==> src/rtl/hps_uio_bridge_mc.sv <==
// Multi-channel HPS UIO command decoder: IDE register/data channels with
// auto-incrementing addresses, plus a keyboard/mouse event FIFO.
module hps_uio_bridge_mc #(
    parameter int unsigned IDE_CH    = 2,
    parameter int unsigned EVT_DEPTH = 8,
    parameter int unsigned EVT_AW    = 3
) (
    input  logic                   clk_sys,
    input  logic                   reset,
    input  logic                   io_strobe,
    input  logic                   io_fpga,
    input  logic                   io_uio,
    input  logic [15:0]            io_din,
    output logic [15:0]            io_dout,
    input  logic [15:0]            fpga_dout,
    output logic                   evt_valid,
    output logic [1:0]             evt_type,
    output logic [7:0]             evt_data,
    input  logic                   evt_ready,
    output logic                   evt_overflow,
    output logic [2:0]             mouse_buttons,
    input  logic [16*IDE_CH-1:0]   ide_din,
    output logic [15:0]            ide_dout,
    output logic [4:0]             ide_addr,
    output logic [1:0]             ide_sel,
    output logic                   ide_rd,
    output logic                   ide_wr,
    input  logic [6*IDE_CH-1:0]    ide_req
);

    localparam int unsigned CNT_W = EVT_AW + 1;

    localparam logic [15:0] CMD_BUTTONS = 16'h0002;
    localparam logic [15:0] CMD_MOUSE_X = 16'h0003;
    localparam logic [15:0] CMD_MOUSE_Y = 16'h0004;
    localparam logic [15:0] CMD_KEYB    = 16'h0005;
    localparam logic [15:0] CMD_DMA_WR  = 16'h0061;
    localparam logic [15:0] CMD_DMA_RD  = 16'h0062;
    localparam logic [15:0] CMD_STATUS  = 16'h0063;
    localparam logic [15:0] CMD_EVT_CLR = 16'h0064;

    typedef struct packed {
        logic [1:0] typ;
        logic [7:0] data;
    } evt_t;

    logic [4:0]  wc;
    logic [15:0] cmd;
    logic        cs;
    logic [15:0] resp;

    logic        strobe_go;
    logic [15:0] cmd_cur;
    logic [15:0] ide_din_sel;
    logic [15:0] status_word;
    logic        evt_push;
    logic        evt_flush;
    logic [1:0]  evt_type_in;

    evt_t             evt_mem [EVT_DEPTH];
    logic [EVT_AW-1:0] wr_ptr;
    logic [EVT_AW-1:0] rd_ptr;
    logic [CNT_W-1:0]  evt_cnt;
    logic              evt_full;
    logic              evt_pop;
    logic              push_ok;

    assign io_dout   = io_fpga ? fpga_dout : resp;
    assign strobe_go = io_uio & io_strobe;
    // At wc==0 the command is still on the bus, not yet in cmd.
    assign cmd_cur   = (wc == 5'd0) ? io_din : cmd;

    always_comb begin
        ide_din_sel = '0;
        for (int n = 0; n < int'(IDE_CH); n++) begin
            if (ide_sel == 2'(n)) ide_din_sel = ide_din[16*n +: 16];
        end
    end

    // Per-channel status word; zero once wc runs past the last channel.
    always_comb begin
        status_word = '0;
        for (int n = 0; n < int'(IDE_CH); n++) begin
            if (wc == 5'(n)) status_word = {4'hE, 2'(n), 4'b0000, ide_req[6*n +: 6]};
        end
    end

    always_comb begin
        evt_type_in = 2'd2;
        if (cmd == CMD_MOUSE_X) evt_type_in = 2'd0;
        else if (cmd == CMD_MOUSE_Y) evt_type_in = 2'd1;
    end

    assign evt_push  = strobe_go && (wc == 5'd1) &&
                       ((cmd == CMD_MOUSE_X) || (cmd == CMD_MOUSE_Y) || (cmd == CMD_KEYB));
    assign evt_flush = strobe_go && (wc == 5'd0) && (io_din == CMD_EVT_CLR);

    // Frame decoder, IDE strobes and address auto-increment.
    always_ff @(posedge clk_sys or posedge reset) begin
        if (reset) begin
            wc            <= '0;
            cmd           <= '0;
            cs            <= 1'b0;
            resp          <= '0;
            mouse_buttons <= '0;
            ide_dout      <= '0;
            ide_addr      <= '0;
            ide_sel       <= '0;
            ide_rd        <= 1'b0;
            ide_wr        <= 1'b0;
        end else begin
            ide_rd <= 1'b0;
            ide_wr <= 1'b0;
            // Register 0xF is the data port and must not advance.
            if ((ide_rd || ide_wr) && (ide_addr[3:0] != 4'hF)) ide_addr <= ide_addr + 5'd1;

            if (!io_uio) begin
                wc   <= '0;
                cs   <= 1'b0;
                resp <= '0;
            end else if (io_strobe) begin
                if (wc != 5'd31) wc <= wc + 5'd1;
                ide_dout <= io_din;
                resp     <= '0;
                if (wc == 5'd0) cmd <= io_din;
                if (cmd_cur == CMD_STATUS) resp <= status_word;

                if (wc == 5'd1) begin
                    case (cmd)
                        CMD_BUTTONS: mouse_buttons <= io_din[2:0];
                        CMD_DMA_WR, CMD_DMA_RD: begin
                            ide_addr <= {io_din[8], io_din[3:0]};
                            ide_sel  <= io_din[5:4];
                            cs       <= (io_din[15:9] == 7'b1111000) &&
                                        (32'(io_din[5:4]) < IDE_CH);
                        end
                        default: ;
                    endcase
                end

                if ((wc >= 5'd3) && cs) begin
                    if (cmd == CMD_DMA_WR) begin
                        ide_wr <= 1'b1;
                    end else if (cmd == CMD_DMA_RD) begin
                        resp   <= ide_din_sel;
                        ide_rd <= 1'b1;
                    end
                end
            end
        end
    end

    assign evt_full  = (evt_cnt == CNT_W'(EVT_DEPTH));
    assign evt_pop   = evt_valid & evt_ready;
    assign push_ok   = evt_push & (~evt_full | evt_pop);
    assign evt_valid = (evt_cnt != '0);
    assign evt_type  = evt_mem[rd_ptr].typ;
    assign evt_data  = evt_mem[rd_ptr].data;

    // Event FIFO; flush wins over any simultaneous pop.
    always_ff @(posedge clk_sys or posedge reset) begin
        if (reset) begin
            wr_ptr       <= '0;
            rd_ptr       <= '0;
            evt_cnt      <= '0;
            evt_overflow <= 1'b0;
            for (int i = 0; i < int'(EVT_DEPTH); i++) evt_mem[i] <= '0;
        end else if (evt_flush) begin
            wr_ptr       <= '0;
            rd_ptr       <= '0;
            evt_cnt      <= '0;
            evt_overflow <= 1'b0;
        end else begin
            if (push_ok) begin
                evt_mem[wr_ptr] <= '{typ: evt_type_in, data: io_din[7:0]};
                wr_ptr          <= wr_ptr + EVT_AW'(1);
            end
            if (evt_pop) rd_ptr <= rd_ptr + EVT_AW'(1);
            case ({push_ok, evt_pop})
                2'b10:   evt_cnt <= evt_cnt + CNT_W'(1);
                2'b01:   evt_cnt <= evt_cnt - CNT_W'(1);
                default: ;
            endcase
            if (evt_push && evt_full && !evt_pop) evt_overflow <= 1'b1;
        end
    end

endmodule

==> config.mk <==
export PLATFORM = sky130hd
export DESIGN_NAME = hps_uio_bridge_mc
export DESIGN_NICKNAME = d
export VERILOG_FILES = /design/src/rtl/hps_uio_bridge_mc.sv
export SDC_FILE = /design/constraint.sdc
export NUM_CORES = 1
export LEC_CHECK = 0
export ABC_AREA = 1
export BUFFER_PORTS_ARGS = -buffer_cell sky130_fd_sc_hd__buf_2
export CORE_MARGIN = 1
export CORE_UTILIZATION = 55
export CTS_CLUSTER_SIZE = 16
export DETAILED_ROUTE_END_ITERATION = 16
export PLACE_DENSITY = 0.8
export SLEW_MARGIN = 20
export SYNTH_ARGS = -nofsm -noshare
export SYNTH_HDL_FRONTEND = slang
export SYNTH_SLANG_ARGS = --single-unit
export TNS_END_PERCENT = 10
==> constraint.sdc <==
create_clock -name clk_sys -period 7.3 [get_ports clk_sys]
set_input_delay 2.19 -clock clk_sys [delete_from_list [all_inputs] [get_ports clk_sys]]
set_output_delay 2.19 -clock clk_sys [all_outputs]
set_load 0.02 [all_outputs]
# After elaboration in Yosys (flattened, before gate mapping)

Index checks and enable logic that the tools add are counted.

Bits in registers: 157
Logic and storage cells: 146

Magnitude comparators: 5
Reductions and logical operators: 28
Multiplexer cells: 49
Eq/ne operators: 20
$add $sub $neg: 6
Bitwise logic cells: 8

Operators by type and width:

| operator                                                          | number |
|---|---|
| two-way mux 16 bit                                                | 12 |
| bitwise mux 80 bit                                                | 1 |
| == test 16 x 7 -> 1 bit, second input constant                    | 4 |
| two-way mux 5 bit                                                 | 8 |
| == test 16 x 2 -> 1 bit, second input constant                    | 2 |
| == test 16 x 3 -> 1 bit, second input constant                    | 2 |
| binary-select mux 10 bit (select 3 bit)                           | 1 |
| demux 10 bit (select 3 bit)                                       | 1 |
| two-way mux 10 bit                                                | 3 |
| two-way mux 1 bit                                                 | 15 |
| two-way mux 3 bit                                                 | 4 |
| adder 5 x 1 -> 5 bit, second input constant                       | 2 |
| logical AND 1 bit                                                 | 10 |
| greater-or-equal comparator 4 bit, second input constant          | 2 |
| inverter 3 -> 4 bit                                               | 2 |
| case mux 4 bit (2 select lines)                                   | 1 |
| AND reduction 4 bit                                               | 2 |
| == test 7 bit, second input constant                              | 1 |
| adder 3 x 1 -> 3 bit, second input constant                       | 2 |
| != test 2 x 1 -> 1 bit, second input constant                     | 3 |
| AND reduction 2 bit                                               | 3 |
| nonzero test 2 bit                                                | 3 |
| == test 5 x 1 -> 1 bit, second input constant                     | 1 |
| greater-or-equal comparator 5 x 2 -> 1 bit, second input constant | 1 |
| 23 further kinds                                                  | 30 |

# Longest topological paths before layout

Depth in word-level cells: 9
Depth in mapped cells: 16

# Least setup slack after synthesis

OpenSTA, ideal clock, no wires.

Path kind: input -> output
From: input port io_fpga
To: output port io_dout[10]
Stages: 3
Arrival: 3.069 ns
Path slack: 2.041 ns
Path through: clkbuf_1 -> clkbuf_1 -> o21ai_0

Word-level cells in the longest chain between the ends: 1

RTL lines:

| what               | RTL line | text |
|---|---|---|
| start: declaration | 11       | `input logic io_fpga,` |
| two-way mux 16 bit | 68       | `assign io_dout = io_fpga ? fpga_dout : resp;` |
| end: declaration   | 14       | `output logic [15:0] io_dout,` |

No other way between the ends.

# Worst setup path in the final report

From: input port io_fpga
To: output port io_dout[13]

The elaborated chain is that of the path after synthesis.

==> parameters.txt <==
Parameter                              Value

Die
  Boundary pin count    138
  Core area    roughly 15000 sq um
  Die outline area    around 16000 sq um
  Effective utilization at floorplan    0.5626
  Number of rows in the core area    45
  Die outline width    126.7 microns
  Overall die height    126.7 microns

Synth
  Cells taking the most area after synthesis    sky130_fd_sc_hd__dfrtp_1, sky130_fd_sc_hd__nand2_1, sky130_fd_sc_hd__o21ai_0
  Cell type with the highest aggregate area in the netlist    sky130_fd_sc_hd__dfrtp_1
  Cell Area, Synth    8553 sq um
  Post-synth cell types    34
  Syn nets    1240
  Number of storage elements in the synthesis netlist    157
  Gate Count Post-Synth    between 1k and 1.5k
  Share of the synthesized area in the top cell type    0.4593
  Mean Syn Cell Area    between 7 and 8 sq um
  Portion of the post-synthesis area used by sequential elements    0.4593
  Synth warn    0

Routing
  Aggregate routed wire length    23950 microns
  Remaining routing DRC violations    0
  Detail-routed net length per standard cell    about 17 microns
  Number of DRC markers after the initial detailed-route iteration    841
  Total number of vias    8369
  Post-route antenna net violation count    0
  First drt pass iteration count    5
  Vias per cell    between 5 and 6

Timing
  Worst-case clock skew    8.231 ps
  Total Neg Setup Slack    0 ps
  Total setup violations reported at the end of the flow    0
  Final WS setup    2051 ps
  Final-report hold violation count    0
  Final worst-path cycle share    0.7191
  Worst rel slew slack    0.3545
  Unrepaired setup endpoints after global routing    false
  Max-slew violation count    0
  Slew at the pin closest to its max-slew limit    966.8 ps
  Shortest period the worst path allows    roughly 5200 ps
  Worst Hold Margin    around 470 ps
  Max Clock Freq    0.1905 GHz

Final layout
  Post-Layout Cell Count    1447
  Sequential standard cell area    3929 sq um
  Share of cells above drive strength 1    0.1620
  Net count, final    1338
  Growth of design area from synthesis to finish    16.68%
  Final core utilization    0.6565
  Layout Cell Area excl Fill    9980 sq um
  Number of antenna repair diodes    0
  Area occupied by multi-input gates    around 4000 sq um
  Filler Cell Count    1328

Place
  Count of input and output buffers    137
  Worst slack at placement    between 2000 and 2500 ps
  Placed wire-length estimate after detailed placement    15360 microns
  Count of placed standard cells including taps    1414
  DP Area    a little over 9000 sq um
  Routability congestion estimate from global placement    0.8681

Clock network
  PostCTS Resize Cnt    0
  Root Buffer Master    sky130_fd_sc_hd__clkbuf_16
  TritonCTS Buffers    17
  Quantity of hold-fixing buffers added after cts    0
  CTS tree    built
  Clock Path Buffers    2
  Buffers inserted by post-CTS timing repair    0
  H-tree lvl count    4
  Clock Sinks    157
  Clock transition at the register clock pins on the worst setup and hold paths after CTS    60 ps
  Clock network latency to the later pin of the worst-skew pair    430 ps

Min path
  Path category of the worst min-delay check    reg -> reg

Critical path
  Kind of critical path    in -> out
  Category of the worst setup path capture point    output pin
  Required time worst endpoint    about 5100 ps
  Kind of launch point of the worst setup path    primary input
  Arrival time of the worst setup path    3060 ps
  Biggest fanout along the worst timing path    28

Global route
  Maximum number of pins on one net before global-route repair    113
  Total routing resource utilization after global routing    0.3089
  Via count of the first global-routing pass    7815
  Grt ovf    0
  Initial antenna violation count    0
  Global-route wire length before repair    38800 microns

Pwr
  Maximum resistive drop on vdd    around 170 uV
  Pleak    5.235 nW
  Overall power of the completed layout    2.781 mW
  Pwr Density    278.7 nW/um^2

Run status
  Outcome    finished clean

Run
  Reported max-cap violation count    0
layout by cell type (no fill, tap or decap), types with 2 or more instances in the layout:
master                       netlist  final
sky130_fd_sc_hd__a21oi_1           5      5
sky130_fd_sc_hd__a31oi_1          12     12
sky130_fd_sc_hd__buf_2            14    137
sky130_fd_sc_hd__buf_4             0      9
sky130_fd_sc_hd__bufinv_16         0      6
sky130_fd_sc_hd__clkbuf_16         0     17
sky130_fd_sc_hd__clkbuf_8          0      4
sky130_fd_sc_hd__clkinv_1          2      2
sky130_fd_sc_hd__clkinv_2          0      3
sky130_fd_sc_hd__clkinvlp_4        0      2
sky130_fd_sc_hd__dfrtp_1         157    157
sky130_fd_sc_hd__ha_1              9      9
sky130_fd_sc_hd__inv_1            93     92
sky130_fd_sc_hd__inv_2             3      3
sky130_fd_sc_hd__mux2_2            4      4
sky130_fd_sc_hd__nand2_1         338    338
sky130_fd_sc_hd__nand3_1          60     60
sky130_fd_sc_hd__nand3_4           8      8
sky130_fd_sc_hd__nand4_1          97     97
sky130_fd_sc_hd__nor2_1          122    122
sky130_fd_sc_hd__nor2_2            2      2
sky130_fd_sc_hd__nor2_4            3      3
sky130_fd_sc_hd__nor3_1            5      5
sky130_fd_sc_hd__o21ai_0         132    132
sky130_fd_sc_hd__o21ai_1           2      2
sky130_fd_sc_hd__o22ai_1          11     11
sky130_fd_sc_hd__xor2_1            5      5
cell type report:
type | instances | share of cell area
Sequential cell | 157 | 0.3937
Clock buffer | 21 | 0.04814
Inverter | 98 | 0.03761
Multi-Input combinational cell | 825 | 0.3984
Tap cell | 188 | 0.02357
Timing Repair Buffer | 147 | 0.07748
Clock inverter | 11 | 0.02106
cell usage after synthesis:
master                     number
sky130_fd_sc_hd__a21oi_1        5
sky130_fd_sc_hd__a31oi_1       12
sky130_fd_sc_hd__and2_1         1
sky130_fd_sc_hd__buf_1          1
sky130_fd_sc_hd__buf_2         14
sky130_fd_sc_hd__buf_6          1
sky130_fd_sc_hd__clkbuf_1      52
sky130_fd_sc_hd__clkinv_1       2
sky130_fd_sc_hd__dfrtp_1      157
sky130_fd_sc_hd__fa_1           1
sky130_fd_sc_hd__ha_1           9
sky130_fd_sc_hd__inv_1         93
sky130_fd_sc_hd__inv_2          3
sky130_fd_sc_hd__mux2_2         4
sky130_fd_sc_hd__mux2i_1        1
sky130_fd_sc_hd__nand2_1      338
sky130_fd_sc_hd__nand2_2        1
sky130_fd_sc_hd__nand3_1       60
sky130_fd_sc_hd__nand3_2        1
sky130_fd_sc_hd__nand3_4        8
sky130_fd_sc_hd__nand3b_1       1
sky130_fd_sc_hd__nand4_1       97
sky130_fd_sc_hd__nor2_1       122
sky130_fd_sc_hd__nor2_2         2
sky130_fd_sc_hd__nor2_4         3
sky130_fd_sc_hd__nor3_1         5
sky130_fd_sc_hd__nor3_2         1
sky130_fd_sc_hd__nor4_1         1
sky130_fd_sc_hd__o21a_1         1
sky130_fd_sc_hd__o21ai_0      132
sky130_fd_sc_hd__o21ai_1        2
sky130_fd_sc_hd__o22ai_1       11
sky130_fd_sc_hd__or2_2          1
sky130_fd_sc_hd__xor2_1         5
power breakdown:
part	leakage (nW)	internal [mW]	switching, mW	total, mW
clock	0.335	0.676	0.359	1.03
sequential	2.10	0.920	0.0564	0.977
combinational	2.80	0.246	0.524	0.769
total	5.23	1.84	0.939	2.78
flip-flops by register name, summed over array words and instances, names as in the netlist:
name / cells
evt_mem: 80
ide_rd: 1
evt_cnt: 4
evt_overflow: 1
ide_addr: 5
cmd: 16
cs: 1
wc: 5
rd_ptr: 3
mouse_buttons: 3
ide_dout: 16
ide_wr: 1
ide_sel: 2
resp: 16
wr_ptr: 3
final timing paths:
kind / startpoint / end / slack [ps] / cells after the start
setup / recovery: io_fpga / io_dout[13] / 2050 / 3
hold / removal: evt_mem[41] / evt_mem[41] / 470 / 2
setup reg to reg: wc[0] / evt_mem[12] / 3500 / 13
hold reg to reg: evt_mem[41] / evt_mem[41] / 470 / 2
max in group asynchronous: reset / evt_mem[4] / 4260 / 3
min in group asynchronous: reset / evt_mem[9] / 1920 / 2
cell families after synthesis:
group                      share of synthesized area
DFF                                           0.4593
buffers and inverters                        0.07578
and+or+nand+nor                               0.3388
xor gates and xnor gates                    0.005120
muxes                                       0.006436
AOI/OAI and AO/OA                            0.09903
adders and majority gates                    0.01551
routing by layer:
metal / track usage / wire length [microns] / share of wire
met1: 0.3933 / 9636 / 0.40
met2: 0.5180 / 11780 / 0.49
met3: 0.06411 / 1894 / 0.079
met4: 0.1225 / 633 / 0.026
met5: 0 / 0 / 0
critical path, cell delays in order:
cell	delay [ps]
sky130_fd_sc_hd__buf_2	340
sky130_fd_sc_hd__mux2_2	380
sky130_fd_sc_hd__buf_2	160
Note: power is estimated with default switching activity, not from simulation.
